===== src/rtl/branch_control_sequencer_if.sv =====
// -----------------------------------------------------------------------------
// branch_control_sequencer_if
// Bundles the signals exchanged between the branch control sequencer and
// the datapath it steers.
//   master modport (sequencer side):
//     in : IR_Data[31:0]  current instruction register contents
//          CON_out        branch-condition flag from the CON flip-flop
//          mem_ready      memory read data valid this cycle
//     out: PC_out, MAR_in, IncPC, Z_in, Zlow_out, PC_in, Read, MDR_in,
//          MDR_out, IR_in, Gra, Rout, CON_in, Y_in, C_out   datapath strobes
//          alu_instruction_bits[4:0]                         ALU op select
//   slave modport (datapath side): the same signals, directions reversed.
// -----------------------------------------------------------------------------
interface branch_control_sequencer_if;
   logic [31:0] IR_Data;
   logic        CON_out;
   logic        mem_ready;

   logic        PC_out;
   logic        MAR_in;
   logic        IncPC;
   logic        Z_in;
   logic        Zlow_out;
   logic        PC_in;
   logic        Read;
   logic        MDR_in;
   logic        MDR_out;
   logic        IR_in;
   logic        Gra;
   logic        Rout;
   logic        CON_in;
   logic        Y_in;
   logic        C_out;
   logic [4:0]  alu_instruction_bits;

   modport master (
      input  IR_Data, CON_out, mem_ready,
      output PC_out, MAR_in, IncPC, Z_in, Zlow_out, PC_in, Read, MDR_in,
             MDR_out, IR_in, Gra, Rout, CON_in, Y_in, C_out,
             alu_instruction_bits
   );

   modport slave (
      output IR_Data, CON_out, mem_ready,
      input  PC_out, MAR_in, IncPC, Z_in, Zlow_out, PC_in, Read, MDR_in,
             MDR_out, IR_in, Gra, Rout, CON_in, Y_in, C_out,
             alu_instruction_bits
   );
endinterface


===== src/rtl/branch_control_sequencer.sv =====
// -----------------------------------------------------------------------------
// branch_control_sequencer
// Moore control sequencer for instruction fetch plus the br / nop / halt
// instructions of a simple bus-based datapath.
//   Fetch   : T0 -> T1 (-> T1W while memory is not ready) -> T2 -> T3
//   Branch  : T3 -> BR4 -> BR5 -> BR6 -> boundary
//   Nop     : T3 -> boundary
//   Halt    : T3 -> HALT (left only through clr); unknown opcodes also set
//             the sticky illegal flag.
//   Boundary: T0 when run=1, otherwise IDLE.
// Ports:
//   clk      in   system clock, rising edge
//   clr      in   synchronous active-high reset, wins over everything
//   run      in   start/continue, sampled only at instruction boundaries
//   bus      if   datapath handshake and control strobes (master modport)
//   running  out  high in any fetch/execute state
//   halted   out  high in HALT
//   illegal  out  sticky, an unsupported opcode was dispatched
// Control strobes are registered images of the state. The exceptions are the
// T3 branch strobes (Gra/Rout/CON_in), qualified by the opcode that the IR
// holds while the FSM sits in T3, and PC_in in BR6, which follows CON_out.
// -----------------------------------------------------------------------------
module branch_control_sequencer (
   input  logic                              clk,
   input  logic                              clr,
   input  logic                              run,
   branch_control_sequencer_if.master        bus,
   output logic                              running,
   output logic                              halted,
   output logic                              illegal
);

   localparam logic [4:0] OP_BR    = 5'b10010;
   localparam logic [4:0] OP_NOP   = 5'b11010;
   localparam logic [4:0] OP_HALT  = 5'b11011;
   localparam logic [4:0] ALU_ADD  = 5'b00011;
   localparam logic [4:0] ALU_NONE = 5'b00000;

   typedef enum logic [3:0] {
      S_IDLE = 4'd0,
      S_T0   = 4'd1,
      S_T1   = 4'd2,
      S_T1W  = 4'd3,
      S_T2   = 4'd4,
      S_T3   = 4'd5,
      S_BR4  = 4'd6,
      S_BR5  = 4'd7,
      S_BR6  = 4'd8,
      S_HALT = 4'd9
   } state_t;

   // Registered control word; one field per strobe driven from state only.
   typedef struct packed {
      logic       pc_out;
      logic       mar_in;
      logic       inc_pc;
      logic       z_in;
      logic       zlow_out;
      logic       pc_in;
      logic       read;
      logic       mdr_in;
      logic       mdr_out;
      logic       ir_in;
      logic       y_in;
      logic       c_out;
      logic [4:0] alu;
      logic       running;
      logic       halted;
   } ctrl_t;

   state_t     state_q;
   state_t     state_d;
   ctrl_t      ctrl_q;
   ctrl_t      ctrl_d;
   logic       illegal_q;
   logic       illegal_d;
   logic [4:0] opcode_s;
   logic       t3_br_s;
   logic       br6_s;
   logic       unused_ir_s;

   // Control word a state presents; every strobe not listed stays low.
   function automatic ctrl_t decode_ctrl(input state_t s);
      ctrl_t c;
      c     = '0;
      c.alu = ALU_NONE;
      case (s)
         S_IDLE: begin
            c = '0;
         end
         S_T0: begin
            c.pc_out  = 1'b1;
            c.mar_in  = 1'b1;
            c.inc_pc  = 1'b1;
            c.z_in    = 1'b1;
            c.running = 1'b1;
         end
         S_T1: begin
            c.zlow_out = 1'b1;
            c.pc_in    = 1'b1;
            c.read     = 1'b1;
            c.mdr_in   = 1'b1;
            c.running  = 1'b1;
         end
         S_T1W: begin
            // Waiting on memory: keep the read going but never reload PC.
            c.read    = 1'b1;
            c.mdr_in  = 1'b1;
            c.running = 1'b1;
         end
         S_T2: begin
            c.mdr_out = 1'b1;
            c.ir_in   = 1'b1;
            c.running = 1'b1;
         end
         S_T3: begin
            c.running = 1'b1;
         end
         S_BR4: begin
            c.pc_out  = 1'b1;
            c.y_in    = 1'b1;
            c.running = 1'b1;
         end
         S_BR5: begin
            c.c_out   = 1'b1;
            c.z_in    = 1'b1;
            c.alu     = ALU_ADD;
            c.running = 1'b1;
         end
         S_BR6: begin
            // PC_in here is conditional and added outside the register.
            c.zlow_out = 1'b1;
            c.running  = 1'b1;
         end
         S_HALT: begin
            c.halted = 1'b1;
         end
         default: begin
            c = '0;
         end
      endcase
      return c;
   endfunction

   assign opcode_s    = bus.IR_Data[31:27];
   // Only the opcode field steers this block; the rest of IR is for others.
   assign unused_ir_s = ^bus.IR_Data[26:0];

   // Next-state and sticky illegal-flag computation.
   always_comb begin
      state_d   = state_q;
      illegal_d = illegal_q;
      case (state_q)
         S_IDLE: begin
            if (run) begin
               state_d = S_T0;
            end else begin
               state_d = S_IDLE;
            end
         end
         S_T0: begin
            state_d = S_T1;
         end
         S_T1, S_T1W: begin
            if (bus.mem_ready) begin
               state_d = S_T2;
            end else begin
               state_d = S_T1W;
            end
         end
         S_T2: begin
            state_d = S_T3;
         end
         S_T3: begin
            case (opcode_s)
               OP_BR: begin
                  state_d = S_BR4;
               end
               OP_NOP: begin
                  if (run) begin
                     state_d = S_T0;
                  end else begin
                     state_d = S_IDLE;
                  end
               end
               OP_HALT: begin
                  state_d = S_HALT;
               end
               default: begin
                  illegal_d = 1'b1;
                  state_d   = S_HALT;
               end
            endcase
         end
         S_BR4: begin
            state_d = S_BR5;
         end
         S_BR5: begin
            state_d = S_BR6;
         end
         S_BR6: begin
            if (run) begin
               state_d = S_T0;
            end else begin
               state_d = S_IDLE;
            end
         end
         S_HALT: begin
            state_d = S_HALT;
         end
         default: begin
            state_d = S_IDLE;
         end
      endcase
   end

   // Control word for the state being entered, so outputs leave a flop.
   always_comb begin
      ctrl_d = decode_ctrl(state_d);
   end

   // State, control and illegal registers; clr overrides every other input.
   always_ff @(posedge clk) begin
      if (clr) begin
         state_q   <= S_IDLE;
         ctrl_q    <= '0;
         illegal_q <= 1'b0;
      end else begin
         state_q   <= state_d;
         ctrl_q    <= ctrl_d;
         illegal_q <= illegal_d;
      end
   end

   // T3 strobes depend on the instruction just loaded into IR in T2, which
   // is only visible once T3 has been entered.
   assign t3_br_s = (state_q == S_T3) && (opcode_s == OP_BR);
   assign br6_s   = (state_q == S_BR6);

   assign bus.PC_out               = ctrl_q.pc_out;
   assign bus.MAR_in               = ctrl_q.mar_in;
   assign bus.IncPC                = ctrl_q.inc_pc;
   assign bus.Z_in                 = ctrl_q.z_in;
   assign bus.Zlow_out             = ctrl_q.zlow_out;
   assign bus.PC_in                = ctrl_q.pc_in | (br6_s & bus.CON_out);
   assign bus.Read                 = ctrl_q.read;
   assign bus.MDR_in               = ctrl_q.mdr_in;
   assign bus.MDR_out              = ctrl_q.mdr_out;
   assign bus.IR_in                = ctrl_q.ir_in;
   assign bus.Gra                  = t3_br_s;
   assign bus.Rout                 = t3_br_s;
   assign bus.CON_in               = t3_br_s;
   assign bus.Y_in                 = ctrl_q.y_in;
   assign bus.C_out                = ctrl_q.c_out;
   assign bus.alu_instruction_bits = ctrl_q.alu;

   assign running = ctrl_q.running;
   assign halted  = ctrl_q.halted;
   assign illegal = illegal_q;

endmodule


===== src/flat_wrapper.sv =====
// flat-port wrapper written by rule: the top's interface ports become plain ports
module branch_control_sequencer_flat 
  (clk, clr, run, running, halted, illegal, bus_IR_Data, bus_CON_out, bus_mem_ready, bus_PC_out, bus_MAR_in, bus_IncPC, bus_Z_in, bus_Zlow_out, bus_PC_in, bus_Read, bus_MDR_in, bus_MDR_out, bus_IR_in, bus_Gra, bus_Rout, bus_CON_in, bus_Y_in, bus_C_out, bus_alu_instruction_bits);
  branch_control_sequencer_if bus_i ();
  input  logic clk;
  input  logic clr;
  input  logic run;
  output logic running;
  output logic halted;
  output logic illegal;
  input wire logic [$bits(bus_i.IR_Data)-1:0] bus_IR_Data;
  input wire logic [$bits(bus_i.CON_out)-1:0] bus_CON_out;
  input wire logic [$bits(bus_i.mem_ready)-1:0] bus_mem_ready;
  output wire logic [$bits(bus_i.PC_out)-1:0] bus_PC_out;
  output wire logic [$bits(bus_i.MAR_in)-1:0] bus_MAR_in;
  output wire logic [$bits(bus_i.IncPC)-1:0] bus_IncPC;
  output wire logic [$bits(bus_i.Z_in)-1:0] bus_Z_in;
  output wire logic [$bits(bus_i.Zlow_out)-1:0] bus_Zlow_out;
  output wire logic [$bits(bus_i.PC_in)-1:0] bus_PC_in;
  output wire logic [$bits(bus_i.Read)-1:0] bus_Read;
  output wire logic [$bits(bus_i.MDR_in)-1:0] bus_MDR_in;
  output wire logic [$bits(bus_i.MDR_out)-1:0] bus_MDR_out;
  output wire logic [$bits(bus_i.IR_in)-1:0] bus_IR_in;
  output wire logic [$bits(bus_i.Gra)-1:0] bus_Gra;
  output wire logic [$bits(bus_i.Rout)-1:0] bus_Rout;
  output wire logic [$bits(bus_i.CON_in)-1:0] bus_CON_in;
  output wire logic [$bits(bus_i.Y_in)-1:0] bus_Y_in;
  output wire logic [$bits(bus_i.C_out)-1:0] bus_C_out;
  output wire logic [$bits(bus_i.alu_instruction_bits)-1:0] bus_alu_instruction_bits;
  assign bus_i.IR_Data = bus_IR_Data;
  assign bus_i.CON_out = bus_CON_out;
  assign bus_i.mem_ready = bus_mem_ready;
  assign bus_PC_out = bus_i.PC_out;
  assign bus_MAR_in = bus_i.MAR_in;
  assign bus_IncPC = bus_i.IncPC;
  assign bus_Z_in = bus_i.Z_in;
  assign bus_Zlow_out = bus_i.Zlow_out;
  assign bus_PC_in = bus_i.PC_in;
  assign bus_Read = bus_i.Read;
  assign bus_MDR_in = bus_i.MDR_in;
  assign bus_MDR_out = bus_i.MDR_out;
  assign bus_IR_in = bus_i.IR_in;
  assign bus_Gra = bus_i.Gra;
  assign bus_Rout = bus_i.Rout;
  assign bus_CON_in = bus_i.CON_in;
  assign bus_Y_in = bus_i.Y_in;
  assign bus_C_out = bus_i.C_out;
  assign bus_alu_instruction_bits = bus_i.alu_instruction_bits;
  branch_control_sequencer u_core (.clk(clk), .clr(clr), .run(run), .bus(bus_i), .running(running), .halted(halted), .illegal(illegal));
endmodule

===== config.mk =====
export PLATFORM = sky130hd
export DESIGN_NAME = branch_control_sequencer_flat
export DESIGN_NICKNAME = d
export VERILOG_FILES = /design/src/rtl/branch_control_sequencer_if.sv /design/src/rtl/branch_control_sequencer.sv /design/src/flat_wrapper.sv
export SDC_FILE = /design/constraint.sdc
export NUM_CORES = 1
export LEC_CHECK = 0
export BUFFER_PORTS_ARGS = -buffer_cell sky130_fd_sc_hd__buf_2
export CAP_MARGIN = 20
export CORE_ASPECT_RATIO = 1.2
export CORE_MARGIN = 8
export CORE_UTILIZATION = 40
export DETAILED_ROUTE_END_ITERATION = 16
export GPL_TIMING_DRIVEN = 0
export PLACE_DENSITY = 0.82
export SKIP_CTS_REPAIR_TIMING = 1
export SYNTH_ARGS = -nofsm -noshare
export SYNTH_HDL_FRONTEND = slang
export SYNTH_SLANG_ARGS = --single-unit

===== constraint.sdc =====
create_clock -name clk -period 2.4 [get_ports clk]
set_input_delay 0.36 -clock clk [delete_from_list [all_inputs] [get_ports clk]]
set_output_delay 0.36 -clock clk [all_outputs]
set_load 0.05 [all_outputs]

==> results of run 1 <==
-- stage by stage --
| step | cells | cell area [sq um] | setup WS, ns | power, uW |
|---|---|---|---|---|
| floorplan | 98 | 851 | 0.211 | 582 |
| global placement | 147 | 1020 | 0.448 | 643 |
| detailed placement | 147 | 1020 | 0.434 | 650 |
| CTS | 150 | 1040 | 0.343 | 781 |
| global route | 150 | 1040 | 0.240 | 821 |
| finish | 150 | 1040 | 0.338 | 780 |
-- cell type report --
| class | count | area, sq um | share of cell area [%] |
|---|---|---|---|
| sequential | 16 | 320 | 30.7 |
| multi-input combinational | 61 | 403 | 38.6 |
| tap | 20 | 25.0 | 2.40 |
| clock buffer | 3 | 22.5 | 2.16 |
| timing repair buffer | 29 | 145 | 13.9 |
| inverter | 6 | 22.5 | 2.16 |
| buffer | 15 | 105 | 10.1 |
-- cells in the mapped netlist (all sizes together) --
| master | count |
|---|---|
| dfxtp | 16 |
| a32o | 1 |
| nor3 | 3 |
| inv | 6 |
| a31o | 1 |
| and3 | 2 |
| nand2b | 6 |
| and2 | 1 |
| nor3b | 3 |
| a21oi | 7 |
| buf | 14 |
| clkbuf | 1 |
| a311o | 1 |
| nand2 | 2 |
| or2 | 1 |
| o31ai | 1 |
| nor2b | 3 |
| nand4bb | 1 |
| nand3b | 1 |
| o21ai | 6 |
| a211o | 1 |
| conb | 1 |
| o211ai | 1 |
| a221o | 1 |
| mux2 | 1 |
| o31a | 1 |
| a21boi | 1 |
| nand3 | 1 |
| nor2 | 7 |
| nor4 | 1 |
| and4bb | 1 |
| nand4b | 1 |
| a211oi | 1 |
-- layer usage --
layer | part of all wire [%] | GRT usage, % | vias to the layer above
li1 | - | - | 389
met1 | 41 | 10.7 | 333
met2 | 48 | 16.6 | 42
met3 | 8.7 | 1.95 | 7
met4 | 2.5 | 8.90 | 0
met5 | 0 | 0 | -
-- cell families after synthesis --
| group | after synthesis |
|---|---|
| mux | 1 |
| simple gates | 34 |
| compound gates | 23 |
| flops | 16 |
| buf+inv | 21 |
| other cells | 1 |
-- report_power, final --
part / internal [uW] / leakage (uW) / total [uW] / switching, uW
clock network: 58.2 / 0.0000138 / 133 / 74.7
registers: 296 / 0.000131 / 309 / 13.2
logic: 112 / 0.000384 / 337 / 225
total: 467 / 0.000529 / 780 / 313
-- worst max-delay path, delay by kind of cell, from the launching register on --
| family | cells | cell delay [ns] |
|---|---|---|
| flip-flops | 1 | 0.31 |
| AND/OR/NAND/NOR | 2 | 0.53 |
| buffers and inverters | 3 | 0.59 |
-- how the worst min path moves through the flow --
stage                                 from                      endpoint  slack [ns]
6_report                               clr  u_core.state_q[0]$_SDFF_PP0_        0.35
2_1_floorplan                          clr     u_core.running$_SDFF_PP0_        0.43
3_3_place_gp   u_core.illegal$_SDFFE_PP0P_   u_core.illegal$_SDFFE_PP0P_        0.45
3_5_place_dp   u_core.illegal$_SDFFE_PP0P_   u_core.illegal$_SDFFE_PP0P_        0.50
4_1_cts                                clr  u_core.state_q[0]$_SDFF_PP0_        0.34
5_1_grt                                clr  u_core.state_q[0]$_SDFF_PP0_        0.34
==> flow_summary.ini, run 1 <==
[status]
status = completed

[logic_synthesis]
yosys-top-cells-area = dfxtp_1, buf_4, a21oi_1
synth_cell_type_count = 37
synth_adder_area_share_pct = 0
synth_compound_area_share_pct = 18.5
netlist.area_leader.share_pct = 38.0
synth.avg_cell_area_sq_um = 8.78
syn-cell-area_sq_um = 843
synth_top_cell_by_area = dfxtp_1
yosys_warnings = 0
synth_top_family_by_area = simple AND/OR/NAND/NOR gates
synth_simple_gate_area_share_pct = 26.1
syn_inst = 96
ys_seq_elements = 16
muxShareOfSynthArea_pct = 1.78
synthXorXnorAreaFrac_pct = 0
seq_area_frac_synth_pct = 38.0

[clocking]
cts.path.max_buffers = 2
insertion_delay_ns = 0.28
cts_tree = done
clkSinkCount = 16
root_buffer = clkbuf_4
clkTransAtPathRegs_ns = 0.08
numCtsBuffers = 3
cts-htree-levels = 1

[route]
drt-pass1-iter-count = 4
vias = 771
via_per_inst = 5.14
routed_wl_um = 1920
drc = 0
wl_per_cell_um = 12.8
drt_iter0_drc = 14
ant_nets = 0

[setup_path]
worst-path-max-fanout = 10
r2r_cells = 6
regToRegStartpoint = u_core.state_q[3]$_SDFF_PP0_
startpoint_type = flop
arrival_ns = 1.70
crit_path_top_delay_cell = dfxtp_1
required_ns = 2.04
path_class = reg -> out
r2r_setup_slack_ns = 0.56
worstPathCellList = clkbuf_1 > nand4bb_1 > nor2_1 > buf_4 > buf_2
r2r_end = u_core.bus.Z_in$_SDFF_PP0_
crit_start = u_core.state_q[3]$_SDFF_PP0_
max_stage_delay_ns = 0.31
crit_path_end_kind = output port
crit_path_end = bus_Gra

[finish]
fin_util_pct = 51.5
fin_nets = 169
final_cell_mix = buf_2, dfxtp_1, buf_4
drive_gt1_share_pct = 40.0
regMostFlops = u_core.state_q
diodes = 0
final_common_cell = buf_2
largest_register_ffs = 4
area_growth_pct = 23.7
fill_cells = 191

[pwr]
ir_drop_uv = 254
power.leakage_uw = 0.000529
power.density_nw_per_um2 = 747

[sta]
fin_skew_ns = 0.000480
relSlewSlack_pct = 60.7
setup_tns_ns = 0
rsz0062_at_grt = false
timing.hold.ws_ns = 0.347
min_period_over_period_pct = 85.9
timing.fmax_mhz = 485
setup_viol = 0
period_needed_ns = 2.06
worst_pin_slew_ns = 0.587
hold_viol = 0
slew_viol_final = 0

[floorplan]
core_area_sq_um = 2030
fp.dieArea_sq_um = 3840
placementRows = 18
start_util_pct = 41.6
die_y_um = 66.3
die_w_um = 57.9
io-pin-count = 60

[global_route]
grt_use_total_pct = 10.1
antenna_found_initial = 0
grt_first_pass_wirelength_um = 3060
grt_overflow = 0
grt_max_degree = 11
grt_pass1_vias = 722

[placed_design]
finalWeightedCongestion = 0.823
dp_hpwl_um = 1550
numPortBuffers = 29

[run]
cap_violations = 0

[min_path]
min_path_type = in -> reg
holdPathStages = 2
Note: power is estimated with default switching activity, not from simulation.
==> run 2, diff against run 1 <==
--- a/config.mk
+++ b/config.mk
@@ -5,14 +5,15 @@
 export SDC_FILE = /design/constraint.sdc
 export NUM_CORES = 1
 export LEC_CHECK = 0
+export ABC_AREA = 1
 export BUFFER_PORTS_ARGS = -buffer_cell sky130_fd_sc_hd__buf_2
 export CAP_MARGIN = 20
 export CORE_ASPECT_RATIO = 1.2
 export CORE_MARGIN = 8
-export CORE_UTILIZATION = 40
+export CORE_UTILIZATION = 39
 export DETAILED_ROUTE_END_ITERATION = 16
 export GPL_TIMING_DRIVEN = 0
-export PLACE_DENSITY = 0.82
+export PLACE_DENSITY = 0.81
 export SKIP_CTS_REPAIR_TIMING = 1
 export SYNTH_ARGS = -nofsm -noshare
 export SYNTH_HDL_FRONTEND = slang
==> flow_summary.ini, run 2 <==
[setup_path]
r2r_cells = 9
arrival_ns = 1.50
required_ns = 2.04
crit_path_end_kind = output port
regToRegStartpoint = u_core.state_q[1]$_SDFF_PP0_
r2r_setup_slack_ns = 0.99
crit_path_end = bus_Gra
crit_start = u_core.state_q[1]$_SDFF_PP0_
path_class = reg -> out
startpoint_type = flop
worst-path-max-fanout = 7
r2r_end = u_core.bus.PC_out$_SDFF_PP0_

[logic_synthesis]
synth.avg_cell_area_sq_um = 7.52
synth_cell_type_count = 21
syn-cell-area_sq_um = 797
netlist.area_leader.share_pct = 40.2
yosys_most_used_dff = dfxtp_1
seq_area_frac_synth_pct = 40.2
synth-async-reset-ratio_pct = 0
synth_top_cell_by_area = dfxtp_1
yosys_warnings = 0
ys_seq_elements = 16
yosys-top-cells-count = nand2_1, nor2_1, dfxtp_1, inv_1, buf_4
yosys-top-cells-area = dfxtp_1, buf_4, nand2_1
syn_inst = 106
synth_edf_count = 0

[pwr]
clock_power_share_pct = 24.6
p_switching_uw = 257
power.density_nw_per_um2 = 694
p_int_uw = 444
swShare_pct = 36.7
comb_power_share_pct = 32.8
power.leakage_uw = 0.000578
ir_drop_uv = 459
power_frac_seq_pct = 42.6
finalPower_uw = 701

[sta]
fin_skew_ns = 0.00227
slew_viol_final = 0
timing.fmax_mhz = 537
timing.hold.ws_ns = 0.323
period_needed_ns = 1.86
min_period_over_period_pct = 77.6
rsz0062_at_grt = false
setup_viol = 0
hold_viol = 0
setup_tns_ns = 0

[route]
drt-pass1-iter-count = 4
drt_iter0_drc = 17
vias = 734
via_per_inst = 4.56
ant_nets = 0
wl_per_cell_um = 10.6
routed_wl_um = 1710
drc = 0

[clocking]
cts-htree-levels = 1
insertion_delay_ns = 0.28
cts_tree = done
clkSinkCount = 16
cts.path.max_buffers = 2
clkTransAtPathRegs_ns = 0.09
root_buffer = clkbuf_4
numCtsBuffers = 3

[global_route]
grt_overflow = 0
grt_use_total_pct = 9.06
grt_max_degree = 10
grt_pass1_vias = 714
antenna_found_initial = 0
grt_first_pass_wirelength_um = 2800

[floorplan]
start_util_pct = 39.8
die_w_um = 57.3
die_y_um = 65.5
placementRows = 18
core_area_sq_um = 2000
io-pin-count = 60
fp.dieArea_sq_um = 3750

[finish]
regMostFlops = u_core.state_q
diodes = 0
final_common_cell = buf_2
fin_nets = 179
drive_gt1_share_pct = 41.8
final_cell_mix = buf_2, nor2_1, nand2_1
area_growth_pct = 26.8
largest_register_ffs = 4

[placed_design]
numPortBuffers = 29
finalWeightedCongestion = 0.904
dp_hpwl_um = 1420

[run]
cap_violations = 0

[status]
status = completed

[min_path]
min_path_type = in -> reg
-- run 2: changes by cell type in the layout (fill, tap and decap cells not counted), sizes merged, moves of 2 or more --
cell and delta:
a21oi -5, a31oi +2, and3 -2, buf -4, inv +9, nand2 +20, nand2b -6, nand3 +5
nor2 +17, nor2b -3, nor3 -2, nor3b -3, o21ai -2
-- run 2: logic make-up after synthesis --
kind of cell	after synthesis	synth area share (%)
and+or+nand+nor	53	31.2
buffers and inverters	25	16.5
DFF	16	40.2
AOI/OAI and AO/OA	11	11.6
other	1	0.471
-- run 2: final cells by class --
cell class	count	area (sq um)
plain buffers	10	75.1
repair buffers	29	145
multi-input cells	67	353
well taps	20	25.0
clock buffers	4	36.3
inverters	15	56.3
fillers	187	993
flip-flops and latches	16	320
-- run 2: power groups by stage --
stage | combinational (uW) | sequential, uW | clock, uW
floorplan | 129 | 359 | 0
global placement | 227 | 304 | 0
detailed placement | 230 | 305 | 0
CTS | 231 | 299 | 180
global route | 247 | 301 | 191
finish | 230 | 299 | 173
-- run 2: layer usage --
layer | global-route usage (%) | part of all wire [%]
met5 | 0 | 0
met4 | 4.39 | 0
met3 | 2.54 | 5.8
met2 | 17.8 | 57
met1 | 8.25 | 37
-- run 2: worst min path at each step --
stage                                     start                            end  slack [ns]  cells after the start
detailed placement  u_core.illegal$_SDFFE_PP0P_    u_core.illegal$_SDFFE_PP0P_        0.45                      1
global route                                clr  u_core.bus.MDR_out$_SDFF_PP0_        0.32                      2
finish                                      clr   u_core.ctrl_q[13]$_SDFF_PP0_        0.32                      2
global placement    u_core.illegal$_SDFFE_PP0P_    u_core.illegal$_SDFFE_PP0P_        0.45                      1
floorplan                                   clr  u_core.bus.MDR_out$_SDFF_PP0_        0.43                      1
CTS                                         clr   u_core.ctrl_q[13]$_SDFF_PP0_        0.31                      2
-- run 2: metrics by stage --
stage | setup WS [ns] | utilization [%] | cells | area (sq um)
after floorplan | 0.818 | - | 108 | 805
after global placement | 0.710 | 48.6 | 157 | 975
after detailed placement | 0.672 | 48.6 | 157 | 975
after CTS | 0.515 | 50.4 | 161 | 1010
after global routing | 0.444 | 50.4 | 161 | 1010
final | 0.538 | 50.4 | 161 | 1010
-- run 2: worst max-delay path, cell delays in order, from the launching register on --
cell and delay, ns:
dfxtp_1 0.38, inv_1 0.07, nand2_1 0.05, nor2_2 0.16
nand2_2 0.10, inv_2 0.10, buf_4 0.10, buf_2 0.25
==> run 3, diff against run 2 <==
--- a/config.mk
+++ b/config.mk
@@ -10,10 +10,10 @@
 export CAP_MARGIN = 20
 export CORE_ASPECT_RATIO = 1.2
 export CORE_MARGIN = 8
-export CORE_UTILIZATION = 39
+export CORE_UTILIZATION = 35
 export DETAILED_ROUTE_END_ITERATION = 16
 export GPL_TIMING_DRIVEN = 0
-export PLACE_DENSITY = 0.81
+export PLACE_DENSITY = 0.77
 export SKIP_CTS_REPAIR_TIMING = 1
 export SYNTH_ARGS = -nofsm -noshare
 export SYNTH_HDL_FRONTEND = slang
==> constraint.sdc (replaced) <==
create_clock -name clk -period 1.64 [get_ports clk]
set_input_delay 0.246 -clock clk [delete_from_list [all_inputs] [get_ports clk]]
set_output_delay 0.246 -clock clk [all_outputs]
set_load 0.05 [all_outputs]
==> flow_summary.ini, run 3 (same netlist as run 2, synthesis figures left out) <==
[status]
status = completed

[pwr]
ir_drop_uv = 473
power.leakage_uw = 0.000614
finalPower_uw = 1040
power.density_nw_per_um2 = 950

[setup_path]
path_class = reg -> out
startpoint_type = flop
worstPathCellList = nand2_2 > nor2_4 > nand2_4 > inv_4 > buf_4 > buf_8
r2r_cells = 9
r2r_setup_slack_ns = 0.24
max_stage_delay_ns = 0.38
crit_start = u_core.state_q[2]$_SDFF_PP0_
crit_path_end_kind = output port
required_ns = 1.39
regToRegStartpoint = u_core.state_q[3]$_SDFF_PP0_
critPathTopFamily = flip-flops
r2r_end = u_core.bus.PC_out$_SDFF_PP0_
timing.critical_path.buf_inv = 3
worst-path-max-fanout = 4
crit_path_top_delay_cell = dfxtp_2
arrival_ns = 1.32

[global_route]
grt_pass1_vias = 749
grt_first_pass_wirelength_um = 3010
grt_overflow = 0
gr-usage-met2_pct = 18.5
antenna_found_initial = 0
grtUsageMet3_pct = 2.82
grt.busiest_layer = met2
grt_max_degree = 10
grt_use_total_pct = 9.54
use_met1_pct = 8.22

[floorplan]
core_area_sq_um = 2230
fp.dieArea_sq_um = 4070
placementRows = 19
die_y_um = 68.3
io-pin-count = 60
start_util_pct = 35.7
die_w_um = 59.6

[finish]
fin_util_pct = 48.9
final_cell_mix = buf_2, nor2_1, nand2_1
drive_gt1_share_pct = 47.2
largest_register_ffs = 4
area_growth_pct = 37.2
final_common_cell = buf_2
diodes = 0
finalNonFillerCells = 175
design_area_sq_um = 1090
regMostFlops = u_core.state_q
fin_nets = 182

[placed_design]
numPortBuffers = 29
finalWeightedCongestion = 0.913
dpl_cell_area_sq_um = 988
dp_cells = 168
dp_hpwl_um = 1540

[min_path]
hp-start = clr
hold_end = u_core.ctrl_q[13]$_SDFF_PP0_
holdPathStages = 2
min_path_type = in -> reg

[sta]
setup_tns_ns = 0
period_needed_ns = 1.57
min_period_over_period_pct = 95.6
slew_viol_final = 0
timing.fmax_mhz = 638
setup_viol = 0
fin_skew_ns = 0.00970
hold_viol = 0

[clocking]
cts-htree-levels = 1
clkTransAtPathRegs_ns = 0.09
clkSinkCount = 16
numCtsBuffers = 3
insertion_delay_ns = 0.28
cts_tree = done
root_buffer = clkbuf_4
cts.path.max_buffers = 2

[route]
wl_per_cell_um = 10.7
drc = 0
ant_nets = 0
routed_wl_um = 1870
via_per_inst = 4.46
drt-pass1-iter-count = 4
vias = 781
drt_iter0_drc = 8

[run]
cap_violations = 0
run 3: power by group:
| part | internal (uW) | switching (uW) |
|---|---|---|
| clock | 135 | 118 |
| combinational | 99.3 | 247 |
| sequential | 422 | 17.4 |
run 3: worst reg2reg max path, stage by stage (launching register included):
cell and delay, ns:
dfxtp_2 0.34, buf_4 0.13, nor2_2 0.16, nand2_1 0.11, nor2_4 0.14, nor2_2 0.06, nand2_2 0.10, nor2_2 0.06
nand3_1 0.10, o21ai_1 0.07
run 3: stage by stage:
| stage | worst slack (ns) | hold WS, ns |
|---|---|---|
| final | 0.0723 | 0.203 |
| after global placement | 0.177 | 0.449 |
| after detailed placement | 0.123 | 0.457 |
| after global routing | -0.00250 | 0.205 |
| after CTS | -0.169 | 0.200 |
| after floorplan | 0.239 | 0.318 |
run 3: area by class of cell:
| class | instances | area [sq um] |
|---|---|---|
| clock buffer | 4 | 36.3 |
| inverter | 15 | 58.8 |
| sequential | 16 | 327 |
| buffer | 10 | 75.1 |
| multi-input combinational | 67 | 368 |
| fill | 216 | 1140 |
| timing repair buffer | 32 | 190 |
| tap | 31 | 38.8 |
run 3: worst max-delay path by stage:
stage / depth (start not counted) / to
after floorplan: 6 / bus_Gra
after CTS: 7 / bus_Gra
after detailed placement: 8 / bus_Gra
final: 6 / bus_Rout
after global placement: 8 / bus_Gra
after global routing: 6 / bus_Rout
run 3: layer usage:
metal	vias to the layer above	part of all wire [%]
met1	351	32
met3	5	9.7
met2	31	56
met5	-	0
li1	394	-
met4	0	2.2
